$ cat config.mk
export PLATFORM = sky130hd
export DESIGN_NAME = mux4_1_reg
export DESIGN_NICKNAME = d
export VERILOG_FILES = /design/src/rtl/mux4_1_reg.sv
export SDC_FILE = /design/constraint.sdc
export NUM_CORES = 1
export LEC_CHECK = 0
export ABC_AREA = 0
export CORE_AREA = 2 2 39 41
export CTS_CLUSTER_SIZE = 25
export DETAILED_ROUTE_END_ITERATION = 8
export DIE_AREA = 0 0 41 43
export SYNTH_ARGS = -nofsm -noshare
export SYNTH_HDL_FRONTEND = slang
export SYNTH_SLANG_ARGS = --single-unit
$ cat constraint.sdc
create_clock -name clk -period 1.2 [get_ports clk]
set_input_delay 0.12 -clock clk [delete_from_list [all_inputs] [get_ports clk]]
set_output_delay 0.12 -clock clk [all_outputs]
set_load 0.05 [all_outputs]
$ cat src/rtl/mux4_1_reg.sv
// mux4_1_reg: 4-to-1 selector for WIDTH-bit words with a registered output.
//
// One of i0..i3 is picked by the 2-bit select s and appears on o one clock
// later. o_valid flags an edge on which o was loaded. o_par carries the even
// parity of o when the build defines MUX4_1_PARITY_EN; otherwise it is
// tied low, so the port list is the same in both builds.
//
// Parameters:
//   WIDTH   data width of i0..i3 and o (>= 1)
//
// Ports:
//   clk      in   rising-edge clock, the only clock
//   rst      in   synchronous active-high reset, takes priority over en
//   en       in   capture enable: 1 = load the selected word on this edge
//   i0..i3   in   data words, selected by s == 00, 01, 10, 11
//   s        in   select code
//   o        out  registered selected word, held while en == 0
//   o_valid  out  1 = o was loaded on the previous edge
//   o_par    out  even parity of o (MUX4_1_PARITY_EN), else constant 0
//
// Configuration macro: MUX4_1_PARITY_EN

module mux4_1_reg #(
    parameter int unsigned WIDTH = 2
) (
    input  logic             clk,
    input  logic             rst,
    input  logic             en,
    input  logic [WIDTH-1:0] i0,
    input  logic [WIDTH-1:0] i1,
    input  logic [WIDTH-1:0] i2,
    input  logic [WIDTH-1:0] i3,
    input  logic [1:0]       s,
    output logic [WIDTH-1:0] o,
    output logic             o_valid,
    output logic             o_par
);

    logic [WIDTH-1:0] sel_d;

    // All four select codes are legal, so the case is complete as written.
    always_comb begin
        sel_d = i0;
        unique case (s)
            2'b00: sel_d = i0;
            2'b01: sel_d = i1;
            2'b10: sel_d = i2;
            2'b11: sel_d = i3;
        endcase
    end

`ifdef MUX4_1_PARITY_EN
    always_ff @(posedge clk) begin
        if (rst) begin
            o       <= '0;
            o_valid <= 1'b0;
            o_par   <= 1'b0;
        end else begin
            o_valid <= en;
            if (en) begin
                o     <= sel_d;
                o_par <= ^sel_d;
            end
        end
    end
`else
    always_ff @(posedge clk) begin
        if (rst) begin
            o       <= '0;
            o_valid <= 1'b0;
        end else begin
            o_valid <= en;
            if (en) begin
                o <= sel_d;
            end
        end
    end

    assign o_par = 1'b0;
`endif

endmodule

==> summary.md, run 1 <==
| Metric | Value |
|---|---|
| Post-Synthesis Cells | 17 |
| Vias in the first global route | around 160 |
| Synth Area per Inst | approximately 11 um2 |
| Grt total ovfl | 0 |
| Final worst path period need | 1050 ps |
| Die Y | roughly 43 um |
| Hold Startpoint | rst |
| Crit path kind | in -> reg |
| Crit path launch type | input port |
| Starting Density | 12.9% |
| Max FO, Critical Path | 5 |
| Area growth syn-to-layout | 122% |
| R2R Path End | o[1] |
| Pre-CTS setup slack | -95.2 ps |
| Fin Hold WS | 527 ps |
| Synth Register Bits | 3 |
| CTS tree | done |
| Vias | 192 |
| # resized after CTS | 0 |
| Top Ports | 17 |
| Fillers | 146 |
| Buffers on Ports | 15 |
| CTS root buffer | clkbuf_4 |
| Final cycle utilization of the critical path | between 80 and 90% |
| Setup slack, reg-to-reg | 250 ps |
| PnR worst setup slack | between 150 and 200 ps |
| Hold buffers post-CTS | 0 |
| Worst r2r path cells | 2 |
| Final-report setup violation count | 0 |
| Die area | around 1800 um2 |
| Hold depth | 2 |
| Mapped Area | about 180 um2 |
| Antenna violations before repair | 0 |
| RSZ-0062 raised after global routing | no |
| Critical R2R Launch | o[1] |
| RD Place Congestion | approximately 0.54 |
| Number of max-cap violations | 0 |
| WL/cell | just under 10 um |
| Fmax | 0.953 GHz |
| Largest net degree at the start of global routing | 6 |
| Cell Rows | 14 |
| Residual DRC count | 0 |
| Reg clk slew, reported paths | about 30 ps |
| Drt pass-1 iters | 2 |
| Final Hold Fails | 0 |
| Crit end category | flip-flop |
| Antenna cells | 0 |
| Worst clock skew | 0 ps |
| Post-Syn Nets | 30 |
| Status | finished, final reports clean |
| Core Footprint | between 1000 and 1500 um2 |
| CP Data Arrival Time | between 1000 and 1500 ps |
| CTS HTree Levels | 1 |
| Wirelength, routed | roughly 500 um |
| Max VDD drop | approximately 0.0007 V |
| Seq/Total Area, Yosys | 33.6% |
| Hold EP | o_valid |
| Leakage Power | about 0.16 nW |
| Worst hold path class | in -> reg |
| CTS Sinks | 3 |
| Fin nets | 48 |
| First-pass GRT wire length | between 600 and 700 um |
| Gr usage total | 6.32% |
| Die W | ~40 um |
| Num CTS Buffers | 3 |
| Layout cells sized above 1 | roughly a third |
| Worst-skew pair later-pin latency | 230 ps |
| Setup Fix Bufs, Post-CTS | 0 |
| Longest Clk Path Bufs | 2 |
| Pwr/cell area | approximately 1100 nW/um2 |
| Starting DRT DRC Count | 1 |
| Netlist cell types | 11 |
| DR vias/cell | approximately 3.8 |
| Remaining antenna violation count after routing | 0 |
| Synth Warn # | 0 |
| CP required | between 1000 and 1500 ps |
| Slew Limit Fails | 0 |
cell usage after synthesis:
library cell / instances / area share, %
buf_4: 1 / 4.2
clkbuf_1: 1 / 2.1
conb_1: 1 / 2.1
dfxtp_1: 3 / 34
mux2i_1: 4 / 22
nand3b_1: 1 / 4.2
nor2b_1: 1 / 3.5
o221ai_1: 1 / 4.9
o221ai_2: 1 / 8.4
or3b_1: 1 / 4.9
or3b_2: 2 / 9.8
critical path: stages:
cell,delay [ps]
clkdlybuf4s50_1,520
or3b_1,390
o221ai_2,170
state kept, by name, summed over array words and instances, names as in the netlist:
signal / flops
o: 2
o_valid: 1
per-layer routing:
metal	GRT usage [%]	vias to the layer above	wire, um	share of wire, %
met5	0	-	0	0
li1	-	96	-	-
met1	6.09	83	169	34
met2	7.19	13	201	41
met4	2.00	0	0	0
met3	9.42	0	125	25
worst max-delay path by stage:
| stage | from | endpoint | slack, ps | cells past startpoint |
|---|---|---|---|---|
| 2_1_floorplan | o[0] | o[0] | 120 | 2 |
| 3_3_place_gp | en | o[1] | -70 | 3 |
| 3_5_place_dp | en | o[0] | -100 | 3 |
| 4_1_cts | en | o[0] | 140 | 3 |
| 5_1_grt | en | o[0] | 90 | 3 |
| 6_report | en | o[0] | 150 | 3 |
where the power goes:
group | internal (mW) | switching, mW | leakage [nW]
registers | 0.109 | 0.00646 | 0.0256
logic | 0.0742 | 0.0528 | 0.115
clock network | 0.124 | 0.0504 | 0.0150
total | 0.307 | 0.110 | 0.156
metrics by stage:
step	setup TNS (ps)	instances	total power, mW	util [%]	instance area (um2)
2_1_floorplan	0	17	0.171	-	181
3_3_place_gp	-129	46	0.245	26.8	370
3_5_place_dp	-189	46	0.245	26.8	370
4_1_cts	0	50	0.429	28.7	397
5_1_grt	0	50	0.445	28.7	397
6_report	0	50	0.417	28.7	397
cells by family (layout without fill, tap and decap cells):
kind of cell | after synthesis | in the layout | share of synthesized area (%)
simple gates | 5 | 5 | 22.4
mux | 4 | 4 | 22.4
flops | 3 | 3 | 33.6
compound gates | 2 | 2 | 13.3
buf+inv | 2 | 19 | 6.29
other cells | 1 | 1 | 2.10
area by class of cell:
type                    instances  area [um2]  area share (%)
repair buffers                 15         180            45.4
flip-flops and latches          3        62.6            15.8
clock buffers                   4        26.3            6.62
well taps                      16        20.0            5.05
multi-input cells              12         108            27.1
layout by cell type, fill, tap and decap left out:
cell | netlist | final
o221ai_1 | 1 | 1
clkbuf_4 | 0 | 3
conb_1 | 1 | 1
clkdlybuf4s50_1 | 0 | 12
or3b_1 | 1 | 1
or3b_2 | 2 | 2
o221ai_2 | 1 | 1
mux2i_1 | 4 | 4
nor2b_1 | 1 | 1
clkbuf_1 | 1 | 1
dfxtp_1 | 3 | 1
dfxtp_2 | 0 | 2
nand3b_1 | 1 | 1
buf_12 | 0 | 3
Power figures use the tool's default switching activity.
==> inputs of run 2 (changes only) <==
SLEW_MARGIN = 20   (was not set)
clock period = 1 ns   (was 1.2 ns; I/O delays follow)
==> run 2 against run 1 <==
Net effect: critical path depth unchanged; final area up 8.2%; core utilization up 2.4 points; final cell count up 4.0%; largest power group unchanged; register-to-register slack worse by 120 ps; combinational power up 29%.
==> summary.md, run 2 (synthesized netlist as in run 1, its figures left out) <==
| Metric | Value |
|---|---|
| Status | finished, final reports clean |
| WL/cell | about 9.9 um |
| Design Area, Final | about 430 um2 |
| Starting DRT DRC Count | 0 |
| Top Ports | 17 |
| Register area | a little under 70 um2 |
| CTS Sinks | 3 |
| Most frequent cells in the layout | 11 x clkdlybuf4s50_1, 4 x mux2i_1, 3 x or3b_4, 3 x clkbuf_4, 3 x buf_12 |
| Cell Rows | 14 |
| Critical R2R Launch | o[1] |
| Worst clock skew | 0 ps |
| Final-report setup violation count | 0 |
| Final cycle utilization of the critical path | between 90 and 100% |
| CTS HTree Levels | 1 |
| Vias | between 200 and 250 |
| Max incr delay on CP | 470 ps |
| First-pass GRT wire length | about 760 um |
| CTS tree | done |
| Grt total ovfl | 0 |
| Fillers | around 150 |
| Total Power | between 0.5 and 0.6 mW |
| Max FO, Critical Path | 2 |
| Register with the most flip-flops | o |
| PnR worst setup slack | a little over 6 ps |
| Crit path kind | in -> reg |
| Largest regs | o (2), o_valid (1) |
| Top Family by Delay on Critical Path | buffers and inverters |
| Worst hold path class | in -> reg |
| Die W | between 40 and 50 um |
| Gr usage total | around 7.3% |
| Core Footprint | between 1000 and 1500 um2 |
| Fin Hold WS | between 400 and 500 ps |
| Finished Layout Cells | between 50 and 60 |
| Worst-skew pair later-pin latency | between 200 and 250 ps |
| Critical Path Source | en |
| Reg clk slew, reported paths | roughly 30 ps |
| Leakage Power | around 0.17 nW |
| CTS root buffer | clkbuf_4 |
| Setup TNS | 0 ps |
| Wirelength, routed | roughly 520 um |
| Most common cell after layout, fill and taps aside | clkdlybuf4s50_1 |
| RD Place Congestion | 0.576 |
| Antenna violations before repair | 0 |
| Buffers & Inverters on Critical Path | 1 |
| Pre-CTS setup slack | -248 ps |
| Max VDD drop | roughly 0.00067 V |
| Cell Count Post-Placement | 48 |
| Vias in the first global route | ~200 |
| CP cell instances | clkdlybuf4s50_1 -> or3b_4 -> o221ai_2 |
| Drt pass-1 iters | 1 |
| Max reg flops | 2 |
| Layout cells sized above 1 | about two fifths |
| Area growth syn-to-layout | 140% |
| Number of max-cap violations | 0 |
| Hold Startpoint | s[1] |
| Final Hold Fails | 0 |
| Worst-path cell with the longest stage delay | clkdlybuf4s50_1 |
| Remaining antenna violation count after routing | 0 |
| Final worst path period need | slightly below 1000 ps |
| DR vias/cell | 3.87 |
| Num CTS Buffers | 3 |
| Setup Fix Bufs, Post-CTS | 0 |
| Multi-input gate area | about 120 um2 |
| Largest net degree at the start of global routing | 5 |
| Pwr/cell area | between 1000 and 1500 nW/um2 |
| Starting Density | between 10% and 20% |
| Final core occ | a little under a third |
| Fmax | 1.01 GHz |
| CP required | ~1100 ps |
| Slew Limit Fails | 0 |
| Crit path launch type | input port |
| Crit end category | flip-flop |
| CP Data Arrival Time | around 1100 ps |
| Die Y | ~43 um |
| Residual DRC count | 0 |
| Fin nets | 50 |
| Placed Instance Area | 395 um2 |
| RSZ-0062 raised after global routing | no |
| Longest Clk Path Bufs | 2 |
| Antenna cells | 0 |
| Buffers on Ports | 15 |
| Die area | between 1500 and 2000 um2 |
[run 2: cell types whose count changed in the layout (fill, tap and decap cells not counted), moves of 2 or more]
| cell | before | now |
|---|---|---|
| buf_4 | 0 | 2 |
| or3b_2 | 2 | 0 |
| dfxtp_2 | 2 | 0 |
| dfxtp_4 | 0 | 2 |
| or3b_4 | 0 | 3 |
[run 2: per-layer routing]
layer  GRT usage (%)  part of all wire (%)  vias up  wire length [um]
li1                -                     -      102                 -
met4            8.00                   2.3        0                12
met1            6.71                    38       86               197
met2            9.69                    42       11               219
met3            4.71                    17        2                87
met5               0                     0        -                 0
[run 2: final timing paths]
kind	slack [ps]	cells past startpoint	endpoint
hold reg to reg	690	2	o[0]
hold / removal	480	3	o[0]
setup reg to reg	130	2	o[1]
setup / recovery	6	3	o[0]
[run 2: layout make-up]
type / instances / share of cell area [%]
clock buffer: 4 / 6.12
multi-input combinational: 12 / 28.3
sequential: 3 / 15.7
tap: 16 / 4.66
timing repair buffer: 17 / 45.2
[run 2: where the power goes]
group          leakage (nW)  internal, mW  switching, mW
Clock                0.0150         0.150         0.0631
Combinational         0.131        0.0969         0.0671
Sequential           0.0262         0.128        0.00822
Total                 0.172         0.375          0.138
[run 2: repair_timing]
item / CTS / global route
hold buffers: 0 / 0
gates resized for setup: 3 / 0
setup endpoints to repair: 1 / 0
[run 2: worst min-delay path: cells and delay by family]
kind / cells / cell delay (ps)
AOI/OAI and AO/OA: 1 / 130
muxes: 1 / 130
buffers and inverters: 1 / 310
==> inputs of run 3 (changes only) <==
GPL_ROUTABILITY_DRIVEN = 0   (was not set)
==> results of run 3 <==
Same layout as run 2: the final DEF is identical, and so are final timing and power.
